--- src/rtl/id_ex_stage.sv ---
// ID/EX pipeline register plus the EX-stage operand network: forwarding from
// EX/MEM and MEM/WB, ALU operand selection and load-use stall/bubble control.
module id_ex_stage #(
    parameter int unsigned XLEN = 32
) (
    input  logic            clk,
    input  logic            rst,
    input  logic            id_valid,
    input  logic [XLEN-1:0] id_pc,
    input  logic [XLEN-1:0] id_rs1_data,
    input  logic [XLEN-1:0] id_rs2_data,
    input  logic [XLEN-1:0] id_imm,
    input  logic [4:0]      id_rs1,
    input  logic [4:0]      id_rs2,
    input  logic [4:0]      id_rd,
    input  logic [3:0]      id_alufn,
    input  logic            id_a_pc,
    input  logic            id_b_imm,
    input  logic            id_sh_imm,
    input  logic            id_mem_read,
    input  logic            id_mem_write,
    input  logic            id_reg_write,
    input  logic            flush,
    input  logic            hold,
    input  logic            exm_reg_write,
    input  logic [4:0]      exm_rd,
    input  logic [XLEN-1:0] exm_result,
    input  logic            mwb_reg_write,
    input  logic [4:0]      mwb_rd,
    input  logic [XLEN-1:0] mwb_result,
    output logic            stall_id,
    output logic [XLEN-1:0] alu_a,
    output logic [XLEN-1:0] alu_b,
    output logic [4:0]      alu_shamt,
    output logic [3:0]      alu_alufn,
    output logic [XLEN-1:0] ex_store_data,
    output logic [XLEN-1:0] ex_pc,
    output logic [4:0]      ex_rd,
    output logic            ex_valid,
    output logic            ex_mem_read,
    output logic            ex_mem_write,
    output logic            ex_reg_write
);

    typedef struct packed {
        logic            valid;
        logic [XLEN-1:0] pc;
        logic [XLEN-1:0] rs1_data;
        logic [XLEN-1:0] rs2_data;
        logic [XLEN-1:0] imm;
        logic [4:0]      rs1;
        logic [4:0]      rs2;
        logic [4:0]      rd;
        logic [3:0]      alufn;
        logic            a_pc;
        logic            b_imm;
        logic            sh_imm;
        logic            mem_read;
        logic            mem_write;
        logic            reg_write;
    } ex_reg_t;

    ex_reg_t ex_q, ex_d, id_load;
    logic    load_use;
    logic [XLEN-1:0] fwd_rs1, fwd_rs2;

    // A bubble is the all-zero record: invalid, no side effects, alufn = add.
    always_comb begin
        id_load           = '0;
        id_load.valid     = id_valid;
        id_load.pc        = id_pc;
        id_load.rs1_data  = id_rs1_data;
        id_load.rs2_data  = id_rs2_data;
        id_load.imm       = id_imm;
        id_load.rs1       = id_rs1;
        id_load.rs2       = id_rs2;
        id_load.rd        = id_rd;
        id_load.alufn     = id_alufn;
        id_load.a_pc      = id_a_pc;
        id_load.b_imm     = id_b_imm;
        id_load.sh_imm    = id_sh_imm;
        id_load.mem_read  = id_valid & id_mem_read;
        id_load.mem_write = id_valid & id_mem_write;
        id_load.reg_write = id_valid & id_reg_write;
    end

    assign load_use = ex_q.valid & ex_q.mem_read & (ex_q.rd != 5'd0) & id_valid
                    & ((id_rs1 == ex_q.rd) | (id_rs2 == ex_q.rd));
    assign stall_id = load_use & ~flush & ~hold;

    always_comb begin
        ex_d = ex_q;
        if (flush) begin
            ex_d = '0;
        end else if (hold) begin
            ex_d = ex_q;
        end else if (stall_id) begin
            ex_d = '0;
        end else begin
            ex_d = id_load;
        end
    end

    always_ff @(posedge clk) begin
        if (rst) begin
            ex_q <= '0;
        end else begin
            ex_q <= ex_d;
        end
    end

    function automatic logic [XLEN-1:0] forward(input logic [4:0] rs, input logic [XLEN-1:0] rf_val);
        if (exm_reg_write && (exm_rd != 5'd0) && (exm_rd == rs)) begin
            return exm_result;
        end else if (mwb_reg_write && (mwb_rd != 5'd0) && (mwb_rd == rs)) begin
            return mwb_result;
        end
        return rf_val;
    endfunction

    assign fwd_rs1 = forward(ex_q.rs1, ex_q.rs1_data);
    assign fwd_rs2 = forward(ex_q.rs2, ex_q.rs2_data);

    assign alu_a         = ex_q.a_pc   ? ex_q.pc       : fwd_rs1;
    assign alu_b         = ex_q.b_imm  ? ex_q.imm      : fwd_rs2;
    assign alu_shamt     = ex_q.sh_imm ? ex_q.imm[4:0] : fwd_rs2[4:0];
    assign alu_alufn     = ex_q.alufn;
    assign ex_store_data = fwd_rs2;
    assign ex_pc         = ex_q.pc;
    assign ex_rd         = ex_q.rd;
    assign ex_valid      = ex_q.valid;
    assign ex_mem_read   = ex_q.valid & ex_q.mem_read;
    assign ex_mem_write  = ex_q.valid & ex_q.mem_write;
    assign ex_reg_write  = ex_q.valid & ex_q.reg_write;

endmodule

--- config.mk ---
export PLATFORM = sky130hd
export DESIGN_NAME = id_ex_stage
export DESIGN_NICKNAME = d
export VERILOG_FILES = /design/src/rtl/id_ex_stage.sv
export SDC_FILE = /design/constraint.sdc
export NUM_CORES = 1
export LEC_CHECK = 0
export BUFFER_PORTS_ARGS = -buffer_cell sky130_fd_sc_hd__buf_2
export CAP_MARGIN = 5
export CORE_MARGIN = 4
export CORE_UTILIZATION = 40
export DETAILED_ROUTE_END_ITERATION = 10
export GPL_TIMING_DRIVEN = 0
export PLACE_DENSITY_LB_ADDON = 0.12
export SYNTH_ARGS = -nofsm -noshare
export SYNTH_HDL_FRONTEND = slang
export SYNTH_SLANG_ARGS = --single-unit
--- constraint.sdc ---
create_clock -name clk -period 4.4 [get_ports clk]
set_clock_uncertainty 0.2 [all_clocks]
set_input_delay 0.88 -clock clk [delete_from_list [all_inputs] [get_ports clk]]
set_output_delay 0.88 -clock clk [all_outputs]
set_load 0.01 [all_outputs]
==> impl_metrics.yaml <==
clock_tree:
  clock-sinks: 154
  clk_path_buf_depth: 2
  path_clk_slew_ns: 0.07
  cts_tree: "yes"
  cts_buffers: 17
  root_buffer: "clkbuf_16"
  clkLatencyLatePin_ns: 0.44
  hold_buffers: 0
  h-tree-depth: 4
timing:
  worst_slew_pin_slew_ns: 1.064
  period_needed_ns: 4.261
  holdWs_ns: 0.2784
  setup-violations-final: 0
  tns_ns: 0
  max_slew_margin_pct: 29.04
  drv_slew: 0
  finalHoldViolations: 0
  fmax_mhz: 234.7
  rsz0062_at_grt: "no"
  min_period_over_period_pct: 96.83
power:
  power.density_mw_per_mm2: 314.0
  swShare_pct: 29.21
  combPwrFrac_pct: 18.5
  power.leakage_nw: 5.545
  p_seq_share_pct: 39.6
  p_switching_w: 0.001086
  clkPwrFrac_pct: 41.8
  finalPower_w: 0.003718
  p_int_w: 0.002632
  peakVddDrop_uv: 225.5
global_routing:
  grt_use_total_pct: 28.22
  grt_pass1_wl_um: 52250
  grt_pass1_vias: 8662
  grt-ovfl-total: 0
  antenna_found_initial: 7
  grt_max_degree: 17
detailed_routing:
  ant_nets: 0
  viasPerCell: 5.293
  vias: 9083
  drc: 0
  firstDrtPassIters: 5
  wl_per_cell_um: 21.40
  drtIter0Drc: 542
  wl_um: 36720
logic_synthesis:
  ys_async_sr_fraction_pct: 0
  synth_fa_ha_area_share_pct: 0
  synth_top_area_share_pct: 34.35
  synth_ff_type: "dfxtp_1"
  synth-simple-area-share_pct: 17.64
  synthXorXnorAreaFrac_pct: 2.928
  synth_top_family_by_area: "multiplexers"
  synth_edf_count: 0
  ys_top_cells_by_area: "dfxtp_1, mux2i_1, nor2_1, mux2_2, buf_4"
  yosys_warnings: 0
  synth-compound-area-share_pct: 11.57
  synth.area.mux_share_pct: 24.56
  syn_inst: 1021
  yosysTopAreaCell: "dfxtp_1"
  yosysUniqueCellTypes: 39
  avgSynthCellArea_um2: 8.790
  syn-cell-area_mm2: 0.008975
  ys_seq_area_share_pct: 34.35
  syn_nets: 1255
  synth-seq-cells: 154
layout:
  utilization_pct: 53.93
  layout-drive-gt1-share_pct: 38.94
  num-nets-final: 1654
  syn_to_final_growth_pct: 31.94
  finalNonFillerCells: 1716
flow_run:
  max_cap_viol_count: 0
worst_setup_path:
  slowest_delay_ns: 0.47
  crit_type: "in2out"
  worstPathArrival_ns: 3.18
  reg2reg_to: "ex_q[59]$_SDFFE_PP0N_"
  cp_top_family: "buffers and inverters"
  crit_fanout: 10
  critPathRequiredTime_ns: 3.32
  r2r-start: "ex_rd[1]$_SDFFE_PP0N_"
  worstPathCellList: "buf_2 -> xor2_1 -> nor2_1 -> clkbuf_1 -> clkbuf_1 -> nand3_1 -> a31oi_1 -> mux2_2 -> buf_2"
  reg2reg_depth: 7
  worst-path-buf-inv: 4
  cp-end-kind: "output port"
  rrSetupSlack_ns: 1.37
  critPathSlowestCell: "a31oi_1"
  crit_path_start_kind: "input port"
floorplanning:
  start_util_pct: 40.87
  dieArea_mm2: 0.02490
  rows: 54
  die_w_um: 157.8
  fp.dieH_um: 157.8
  ios: 381
  core_mm2: 0.02196
hold_path:
  hold-path-endpoint: "ex_q[1]$_SDFFE_PP0N_"
  whs_path_depth: 2
  holdCritStartpoint: "ex_q[1]$_SDFFE_PP0N_"
  min_path_type: "reg2reg"
placed_design:
  io_buffer_count: 380
  placed_cells: 1681
  place.gp.congestion: 0.9057
  hpwl_um: 29910
status:
  status: "finished, final reports clean"
## cell usage in the layout (no fill, tap or decap), types with 4 or more instances in the layout
master and count:
nand2_1 37, mux2_2 34, o31ai_1 22, inv_1 17, clkbuf_1 56, buf_2 413, buf_4 43, and2_1 5
dfxtp_1 154, nor4_1 30, nor3_1 48, mux2i_1 182, a31oi_1 29, clkinv_4 4, nand3_1 33, a21oi_1 16
clkbuf_16 17, nand2b_1 16, buf_1 4, nor2_1 163, xnor2_1 10, xor2_1 20, o31ai_2 24, a221oi_1 15
o21ai_0 4
## worst min-delay path, stage by stage, from the launching register on
cell     delay (ns)
dfxtp_1        0.33
nand3_1        0.06
o21ai_0        0.06
## cells in the mapped netlist (all sizes together) (2+ instances only)
master  count
mux2i     182
nor2      163
dfxtp     154
buf        83
clkbuf     54
nor3       49
o31ai      48
nand2      37
mux2       34
nand3      33
nor4       31
a31oi      29
xor2       20
inv        17
a21oi      16
a221oi     16
nand2b     16
xnor2      10
and2        5
o21ai       4
a211oi      3
o31a        3
or4         3
nand4       2
nor2b       2
or2         2
## registers in the layout, indices dropped and copies added, names as in the netlist
register   cells
ex_valid       1
ex_rd          5
ex_pc         32
alu_alufn      4
ex_q         112
## power groups by stage
stage | Sequential, W | Combinational (W) | Clock (W)
6_report | 0.00147 | 0.000688 | 0.00156
5_1_grt | 0.00148 | 0.000743 | 0.00163
4_1_cts | 0.00147 | 0.000686 | 0.00157
3_5_place_dp | 0.00150 | 0.000682 | 0
3_3_place_gp | 0.00150 | 0.000678 | 0
2_1_floorplan | 0.00149 | 0.000380 | 0
## cell type report
| type | instances | area [um^2] |
|---|---|---|
| Timing Repair Buffer | 380 | 1902 |
| Buffer | 137 | 739.5 |
| Inverter | 17 | 63.81 |
| Fill cell | 2163 | 10120 |
| Sequential cell | 154 | 3083 |
| Antenna cell | 3 | 7.507 |
| Multi-Input combinational cell | 713 | 5095 |
| Clock inverter | 13 | 167.7 |
| Tap cell | 280 | 350.3 |
| Clock buffer | 19 | 432.9 |
## worst max-delay path by stage
| stage | end | start | slack [ns] | cells after the start |
|---|---|---|---|---|
| 6_report | alu_b[28] | mwb_rd[2] | 0.14 | 9 |
| 5_1_grt | alu_b[28] | mwb_rd[2] | 0.02 | 9 |
| 4_1_cts | alu_a[11] | exm_rd[1] | 0.08 | 9 |
| 3_5_place_dp | alu_a[11] | exm_rd[1] | 0.1 | 9 |
| 3_3_place_gp | alu_a[11] | exm_rd[1] | 0.09 | 9 |
| 2_1_floorplan | alu_b[2] | exm_rd[1] | 0.83 | 7 |
## metal layers
| layer | vias up | GRT usage, % | part of all wire (%) |
|---|---|---|---|
| li1 | 4391 | - | - |
| met1 | 4223 | 36.28 | 42 |
| met2 | 389 | 45.56 | 47 |
| met3 | 72 | 7.354 | 8.1 |
| met4 | 8 | 10.61 | 3.0 |
| met5 | - | 0 | 0.15 |
## through the flow
stage / instance area [um^2] / worst slack, ns
final: 11840 / 0.1395
after detailed placement: 11230 / 0.09865
after global placement: 11230 / 0.08904
after floorplan: 8975 / 0.8252
after CTS: 11830 / 0.07720
after global routing: 11840 / 0.01512
## what timing repair did
action | in CTS | in global routing
hold endpoints to repair | 0 | 0
gates resized for setup | 0 | 1
buffers inserted | 0 | 0
setup endpoints to repair | 0 | 1
## logic make-up after synthesis
group	after synthesis
AOI/OAI and AO/OA	123
xor gates and xnor gates	30
buffers and inverters	154
DFF	154
muxes	216
and+or+nand+nor	344
(Power assumes the default switching activity.)
